--- src/rtl/regfile_wb_arbiter.sv ---
// Round-robin arbiter sharing the register-file write port between execute (A) and memory (B)
// writeback, with a one-entry output stage and decode RAW hazard flags against the pending write.
module regfile_wb_arbiter #(
    parameter int width     = 32,
    parameter int addrWidth = 5
) (
    input  logic                 clock,
    input  logic                 reset,
    input  logic                 aValid,
    input  logic [addrWidth-1:0] aAddr,
    input  logic [width-1:0]     aData,
    output logic                 aReady,
    input  logic                 bValid,
    input  logic [addrWidth-1:0] bAddr,
    input  logic [width-1:0]     bData,
    output logic                 bReady,
    input  logic                 portBusy,
    output logic                 regWriteEnable,
    output logic [addrWidth-1:0] addrD,
    output logic [width-1:0]     dataD,
    input  logic [addrWidth-1:0] qAddrA,
    input  logic [addrWidth-1:0] qAddrB,
    output logic                 hazardA,
    output logic                 hazardB
);

    logic                 out_valid;
    logic [addrWidth-1:0] out_addr;
    logic [width-1:0]     out_data;
    logic                 last_grant;

    logic                 drain;
    logic                 can_accept;
    logic                 grant_a;
    logic                 grant_b;
    logic                 accept;
    logic [addrWidth-1:0] sel_addr;
    logic [width-1:0]     sel_data;

    assign drain      = out_valid & ~portBusy;
    assign can_accept = ~out_valid | drain;

    // On contention the requester that did not win last time gets the port.
    assign grant_a  = ~reset & can_accept & aValid & (~bValid | last_grant);
    assign grant_b  = ~reset & can_accept & bValid & (~aValid | ~last_grant);
    assign accept   = grant_a | grant_b;
    assign sel_addr = grant_a ? aAddr : bAddr;
    assign sel_data = grant_a ? aData : bData;

    assign aReady         = grant_a;
    assign bReady         = grant_b;
    assign regWriteEnable = drain;
    assign addrD          = out_addr;
    assign dataD          = out_data;

    // Held through the write cycle: the register file only updates at the end of it.
    assign hazardA = out_valid & (qAddrA == out_addr) & (qAddrA != '0);
    assign hazardB = out_valid & (qAddrB == out_addr) & (qAddrB != '0);

    always_ff @(posedge clock or posedge reset) begin
        if (reset) begin
            out_valid  <= 1'b0;
            out_addr   <= '0;
            out_data   <= '0;
            last_grant <= 1'b1;
        end else begin
            if (accept) begin
                last_grant <= grant_b;
                if (sel_addr != '0) begin
                    out_valid <= 1'b1;
                    out_addr  <= sel_addr;
                    out_data  <= sel_data;
                end else if (drain) begin
                    // x0 writes complete the handshake but never reach the register file.
                    out_valid <= 1'b0;
                end
            end else if (drain) begin
                out_valid <= 1'b0;
            end
        end
    end

endmodule

--- config.mk ---
export PLATFORM = sky130hd
export DESIGN_NAME = regfile_wb_arbiter
export DESIGN_NICKNAME = d
export VERILOG_FILES = /design/src/rtl/regfile_wb_arbiter.sv
export SDC_FILE = /design/constraint.sdc
export NUM_CORES = 1
export LEC_CHECK = 0
export CAP_MARGIN = 20
export CORE_MARGIN = 3
export CORE_UTILIZATION = 37
export DETAILED_ROUTE_END_ITERATION = 12
export PLACE_DENSITY = 0.8
export REMOVE_ABC_BUFFERS = 1
export SLEW_MARGIN = 20
export SYNTH_ARGS = -nofsm -noshare
export SYNTH_HDL_FRONTEND = slang
export SYNTH_SLANG_ARGS = --single-unit
--- constraint.sdc ---
create_clock -name clock -period 1.77 [get_ports clock]
set_input_delay 0.354 -clock clock [delete_from_list [all_inputs] [get_ports clock]]
set_output_delay 0.354 -clock clock [all_outputs]
set_load 0.005 [all_outputs]
# Word level (Yosys, flattened, before mapping)
# Index checks and enable logic that the tools add are counted.
# Widths: inputs -> output; s select.
dict set report word_totals {
  ff_bits 39
  in_bits 89
  output_inout_bits 42
}
dict set report op_classes {
  eq_ne 2
  n_mux 5
  bitwise 20
  reduce_logical 4
}
# operator count
set op_table {}
lappend op_table {{$mux 32} 1}
lappend op_table {{$reduce_bool 5->1} 3}
lappend op_table {{$and 1x1->1} 10}
lappend op_table {{$eq 5x5->1} 2}
lappend op_table {{$not 1->1} 6}
lappend op_table {{$mux 5} 1}
lappend op_table {{$or 1x1->1} 4}
lappend op_table {{$mux 1} 3}
lappend op_table {{$reduce_and 2->1} 1}

# Longest topological paths before layout
dict set report depth {
  word_depth 10
  mapped_depth 6
}

# Worst setup path before layout
# OpenSTA, ideal clock, no wires.
dict set report synth_path {
  path_type {input -> register}
  startpoint {in bAddr[2]}
  endpoint {reg out_valid}
  setup_time_ps 118
  arrival_ps 1474
  required_time_ps 1652
  path_slack_ps 178
  cell_stages 5
  path_buffers 1
  cell_sequence {or4_4 nor2_4 o22ai_4 buf_6 a21o_1}
}
dict set report synth_via {
  elab_chain_cells 4
}
# item line
set synth_lines {}
lappend synth_lines {{from (decl)} 14} ;# input logic [addrWidth-1:0] bAddr,
lappend synth_lines {{$mux 5} 47} ;# assign sel_addr = grant_a ? aAddr : bAddr;
lappend synth_lines {{$reduce_bool 5->1} 69} ;# if (sel_addr != '0) begin
lappend synth_lines {{$mux 1} 69}
lappend synth_lines {{$mux 1} 67} ;# if (accept) begin
lappend synth_lines {{to (signal assigned)} 70} ;# out_valid <= 1'b1;
lappend synth_lines {{to (signal assigned)} 75} ;# out_valid <= 1'b0;
lappend synth_lines {{to (signal assigned)} 78} ;# out_valid <= 1'b0;
lappend synth_lines {{to (decl)} 27} ;# logic out_valid;
# No other way between the ends.
# A chain may end at the register's enable or synchronous reset.

# Worst setup path after layout
dict set report layout_path {
  startpoint {reg out_addr[0], in the netlist addrD[0]}
  endpoint {out hazardB}
}
dict set report layout_via {
  elab_chain_cells 3
}
# item line
set layout_lines {}
lappend layout_lines {{from (decl)} 28} ;# logic [addrWidth-1:0] out_addr;
lappend layout_lines {{from (signal assigned)} 71} ;# out_addr <= sel_addr;
lappend layout_lines {{$eq 5x5->1} 58} ;# assign hazardB = out_valid & (qAddrB == out_addr) & (qAddrB != '0);
lappend layout_lines {{$and 1x1->1 (2 in series)} 58}
lappend layout_lines {{to (decl)} 24} ;# output logic hazardB
# No other way between the ends.

==> metrics <==
level count of the clock H-tree=2; critical path, cell by cell=nor4_2, buf_4, nor3_1, a21oi_1, nor2_1, buf_2; number of synthesis warnings=0; # rows=26; multiplexer share of the synthesized area=1.07%; category of the worst setup path launch point=register; clock tree buffer depth=2; reported net switching power=1.12 mW; cell-internal power=2.87 mW; pin count of the biggest net entering global routing=40; clock power share=16.4%; area delta synth->final=93.5%; post-synthesis compound-gate area fraction=36.7%; delay of the slowest critical-path stage=approximately 0.41 ns; count of port buffers added during placement=130; cell with the largest stage delay on the worst path=dfrtp_1; Post-Route Skew=0.00301 ns; violated checks=negative setup slack; arrival time reported for the critical path endpoint=approximately 1.5 ns; overall fraction of global-route tracks in use=20.9%; number of hold violations in the final report=0; Worst-path clk slew=0.07 ns; floorplan core area=5300 um^2; final wirelength=roughly 7000 um; logic gate share of total power=48.8%; number of endpoints failing setup at the final stage=2; initial drt markers=52; Seq pwr share=34.7%; proportion of synthesized flip-flops having asynchronous set or reset=100%; vias in the first global route=2182; Sum Neg Setup Slack=-0.134 ns; y dimension of the die=81.6 um; DR vias/cell=~5.2; top achievable clock speed=542 MHz; worst path buffer plus inverter count=2; Final Total Pwr=3.99 mW; instance count on the critical path=6; post-synthesis simple-gate area fraction=7.28%; Skew-Pair Late Insertion Delay=0.28 ns; max-slew headroom at the worst pin=between 80 and 90%; Max Cap Viol=0; worst path setup slack after routing=-0.0752 ns; post-synthesis cell type with the largest combined area=dfrtp_1; top-level I/O count=about 130; result of the run=finished, violations left; top cells by instance count after synthesis=dfrtp_1, o22ai_1, a2bb2oi_2; IR drop worst, VDD=0.562 mV; Worst Reg2Reg Path Length in Cells=8; total clock sinks=39; residual antenna-violating net count after detailed routing=0; number of antenna violations at the first check in global routing=0; slew at the pin with the worst max-slew slack=0.277 ns; cells taking the most area after synthesis=dfrtp_1, a2bb2oi_2, o22ai_1, a2bb2oi_1, xor2_1; Top delay family on crit path=flip-flops; unique cell type count in the Yosys netlist=32; summed instance area of the synthesized netlist=2110 um^2; share of total power consumed by net switching=28.0%; Critical Path RT=1.42 ns; R2R Path Start=last_grant$_DFFE_PP1P_; CP max FO=2; cell leakage power=1.67 nW; wire length of the first global-routing pass=around 11000 um; Yosys top cell area share=45.0%; kind of critical path=register to primary output; count of state elements after synthesis=39; Critical Path End Type=primary output; synthesized-area fraction occupied by adder cells=0%; root buffer selected by CTS=clkbuf_8; final worst hold slack=0.270 ns; antenna cells=0; die outline area=around 6700 um^2; Synth Area in XOR/XNOR=3.31%; sum of net half-perimeters after detailed placement=4810 um; router iterations before antenna repair=6; setup repair after global routing missed its margin=true; synthesized instance count=169; number of enable flip-flop cells after synthesis=0; final critical path time including I/O delays and setup=~1.8 ns; die width=approximately 80 um; net total in the final layout=425; dominant synthesized flop cell=dfrtp_1; clock tree from TritonCTS=built; mean instance size in the synthesized netlist=12.5 um^2; sequential cell area fraction in the yosys report=46.2%; last weighted congestion value of the routability-driven placer=0.803; dominant combinational cell family by area after synthesis=compound AO/OA/AOI/OAI gates; number of buffers created by CTS=5; period utilisation layout=104%; CP Launch Point=addrD[0]$_DFFE_PP0P_; leading cell type by number of instances after synthesis=dfrtp_1; Initial Util=39.9%; Residual DRC=0; routed via count=approximately 2100; share of cells above drive strength 1=30.9%; worst min-delay path category=input port to async pin; average wire per cell in the routed design=roughly 17 um; number of pins with negative max-slew slack in the final report=0; Overflow after GRT=0; Cell Pwr Density=976 nW/um^2
==> flip-flops by register name (all words and copies together) (netlist names) <==
signal      count
addrD           5
out_valid       1
dataD          32
last_grant      1
==> power groups by stage <==
stage          Combinational, mW  Sequential (mW)  Clock, mW
3_3_place_gp                1.70             1.37          0
4_1_cts                     1.93             1.38      0.676
6_report                    1.95             1.39      0.656
2_1_floorplan              0.689             1.42          0
3_5_place_dp                1.73             1.39          0
5_1_grt                     2.07             1.42      0.708
==> worst reg2reg max path, cell delays in order (launching register included) <==
cell,delay (ns)
dfstp_2,0.53
nand2b_4,0.12
nand3_4,0.09
buf_6,0.13
buf_12,0.12
o22ai_4,0.21
buf_6,0.17
buf_12,0.12
a2bb2oi_1,0.15
==> cell type report <==
type	instances	area [um^2]
timing repair buffer	174	1810
fill	354	1210
multi-input combinational	111	1090
sequential	39	978
clock buffer	8	100
tap	70	87.6
inverter	5	18.8
==> placed cells by master, fill, tap and decap left out, drive strengths merged <==
cell and instances:
a21o 2, mux2i 1, xor2 6, bufbuf 1
a2bb2oi 35, a21oi 3, buf 46, nor3 5
nand3 4, a31oi 1, or4 2, nand2 4
a22oi 1, inv 5, nand2b 1, dfrtp 38
o22ai 36, clkdlybuf4s50 113, dlygate4sd2 13, dfstp 1
clkdlybuf4s15 1, nor2 5, clkbuf 8, xnor2 2
o21ai 1, nor2b 1, nor4 1
==> stage by stage <==
stage	instance area, um^2	std cells	setup WS [ns]	utilization [%]
floorplan	2020	155	-0.668	-
global placement	3640	377	-0.412	68.6
detailed placement	3640	377	-0.437	68.6
CTS	4050	406	-0.191	76.4
global route	4090	407	-0.140	77.2
finish	4090	407	-0.0752	77.2
==> routing by layer <==
layer	wire length (um)	vias up	GRT usage, %
met5	0	-	0
li1	-	1005	-
met3	631	7	7.02
met1	2690	1024	23.7
met2	3600	88	36.7
met4	82	0	6.98
==> logic make-up after synthesis <==
logic type / after synthesis
AOI/OAI and AO/OA: 79
xor gates and xnor gates: 8
buffers and inverters: 19
DFF: 39
muxes: 1
and+or+nand+nor: 23
==> timing repair <==
item / 4_1_cts / 5_1_grt
cloned: 4 / 0
hold buffers: 0 / 0
resized for setup: 42 / 10
endpoints found under the setup margin: 32 / 37
pin swaps: 14 / 11
setup buffers: 17 / 1
==> path summary, 6_finish.rpt <==
check / to / slack (ns)
min in group clock: dataD[24]$_DFFE_PP0P_ / 0.52
setup / recovery: hazardB / -0.08
setup reg to reg: dataD[18]$_DFFE_PP0P_ / 0.06
hold / removal: out_valid$_DFF_PP0_ / 0.27
max in group asynchronous: last_grant$_DFFE_PP1P_ / 1.24
hold reg to reg: dataD[24]$_DFFE_PP0P_ / 0.52
(Power assumes the default switching activity.)
==> edit, RTL diff (same settings) <==
`addrWidth`: 5 -> 4.
--- a/src/rtl/regfile_wb_arbiter.sv
+++ b/src/rtl/regfile_wb_arbiter.sv
@@ -2,7 +2,7 @@
 // writeback, with a one-entry output stage and decode RAW hazard flags against the pending write.
 module regfile_wb_arbiter #(
     parameter int width     = 32,
-    parameter int addrWidth = 5
+    parameter int addrWidth = 4
 ) (
     input  logic                 clock,
     input  logic                 reset,
Interface: changed (5 resized); port bits go from 131 to 126. The function was not compared with the original's and may differ.
==> edit against the unedited design <==
- count of clock-buffer cells in the layout decreased by 1
- total power fell by 1.9%
- critical path type is now in2reg
- largest power group unchanged
- the run still ends with negative setup slack left
- global-route usage fell by 3.1 points
- design area decreased by 5.6%
- synthesized area rose by 0.24%
- routed wire length fell by 17%
- worst setup slack better by 43 ps
- sequential cell count decreased by 1
- via count shrank 17%
==> edit: results (changes against the unedited design) <==
[routing]
drt-total-wl_microns=5830  ; was 7004 microns
dr.pass1.iters=4  ; was 6
vias=1760  ; was 2124

[timing]
tightestPinTransition_ps=286.0  ; was 276.7 ps
finClkSkew_ps=4.329  ; was 3.009 ps
fin_ws_ps=-31.75  ; was -75.24 ps
whs_ps=369.9  ; was 270.0 ps
setup_viol=33  ; was 2

[finish]
sh_seq_area_pct=24.75  ; was 23.91%
area_share_clock_buf_inv_pct=2.365  ; was 2.446%
clock_buffers=7  ; was 8
nNonClkInverters=4  ; was 5
fin_nets=382  ; was 425
num-fill-cells=389  ; was 354
multi_input_area_sq_um=1157  ; was 1092 sq um
nNonClkBuffers=150  ; was 174
comb.multi_input.count=98  ; was 111
drive_gt1_share_pct=39.26  ; was 30.86%
buffer_area_share_pct=40.27  ; was 44.34%

[setup_path]
arrival_ps=1960  ; was 1490 ps
crit_path_max_fanout=8  ; was 2
rr_endpoint=dataD[0]  ; was dataD[18]
crit_path_end_kind=flip-flop  ; was primary output
crit_start=aAddr[2]  ; was addrD[0]

[placed_design]
dp_hpwl_microns=4112  ; was 4808 microns
portBuffers=125  ; was 130

[global_route]
grt_max_degree=39  ; was 40
grt_pass1_wl_microns=9032  ; was 10510 microns
grt_pass1_vias=1889  ; was 2182
track_usage_pct=17.76  ; was 20.89%

[yosys]
yosysSeqAreaShare_pct=44.92  ; was 46.21%
synthTopCellsByArea=dfrtp_1 44%, mux2_2 22%, mux2_4 19%  ; was dfrtp_1 45%, a2bb2oi_2 20%, o22ai_1 10%
synth.distinct_cells=24  ; was 32
ys_seq_elements=38  ; was 39

[power_and_ir_drop]
vdd_drop_max_mv=0.6420  ; was 0.5617 mV
cellLeakagePower_nw=1.679  ; was 1.674 nW

[outcome]
status=complete, but fails checks  ; unchanged
violations=negative setup slack  ; unchanged

edit: cell types whose count changed in the layout (fill, tap and decap cells not counted), moves of 5 or more:
cell / unedited run / this run
a2bb2oi_2: 33 / 0
buf_4: 26 / 12
dlygate4sd2_1: 13 / 8
mux2_2: 0 / 39
mux2_4: 0 / 29
nor3_1: 5 / 0
o22ai_1: 34 / 0
xor2_1: 6 / 0
edit: power breakdown:
part           internal (mW)  switching, mW
combinational           1.38          0.533
clock                  0.314          0.288
sequential              1.18          0.212
edit: stage by stage:
step / instances / cell area, sq um / TNS, ps / worst slack, ps
floorplan: 140 / 2066 / -23940 / -713.9
global placement: 349 / 3560 / -13710 / -385.9
detailed placement: 349 / 3560 / -14370 / -409.5
CTS: 366 / 3840 / -1273 / -126.4
global route: 368 / 3862 / -1718 / -62.77
finish: 368 / 3862 / -638.3 / -31.75
edit: routing by layer:
metal	up-vias	global-route usage (%)	part of all wire, %
met4	0	4.153	1.0
met3	7	6.469	9.7
met2	76	32.41	52
li1	833	-	-
met5	-	0	0
met1	844	19.58	38
edit: logic make-up (layout without fill, tap and decap cells):
family / after synthesis / in the layout / share of synthesized area (%)
buffers and inverters: 11 / 162 / 3.246
xor gates and xnor gates: 6 / 6 / 2.479
and+or+nand+nor: 14 / 14 / 4.369
DFF: 38 / 38 / 44.92
muxes: 68 / 68 / 40.91
AOI/OAI and AO/OA: 10 / 10 / 4.073
edit: worst max-delay path: stages:
cell and delay, ps:
clkdlybuf4s50_1 440, nor4_1 330, buf_4 180, o2bb2ai_4 80, buf_12 150, buf_12 140, mux2_4 290
edit: what timing repair did:
item / 4_1_cts / 5_1_grt
pin swaps: 8 / 4
gates cloned: 3 / 0
buffers inserted: 6 / 5
gates resized for setup: 26 / 13
setup endpoints to repair: 39 / 38
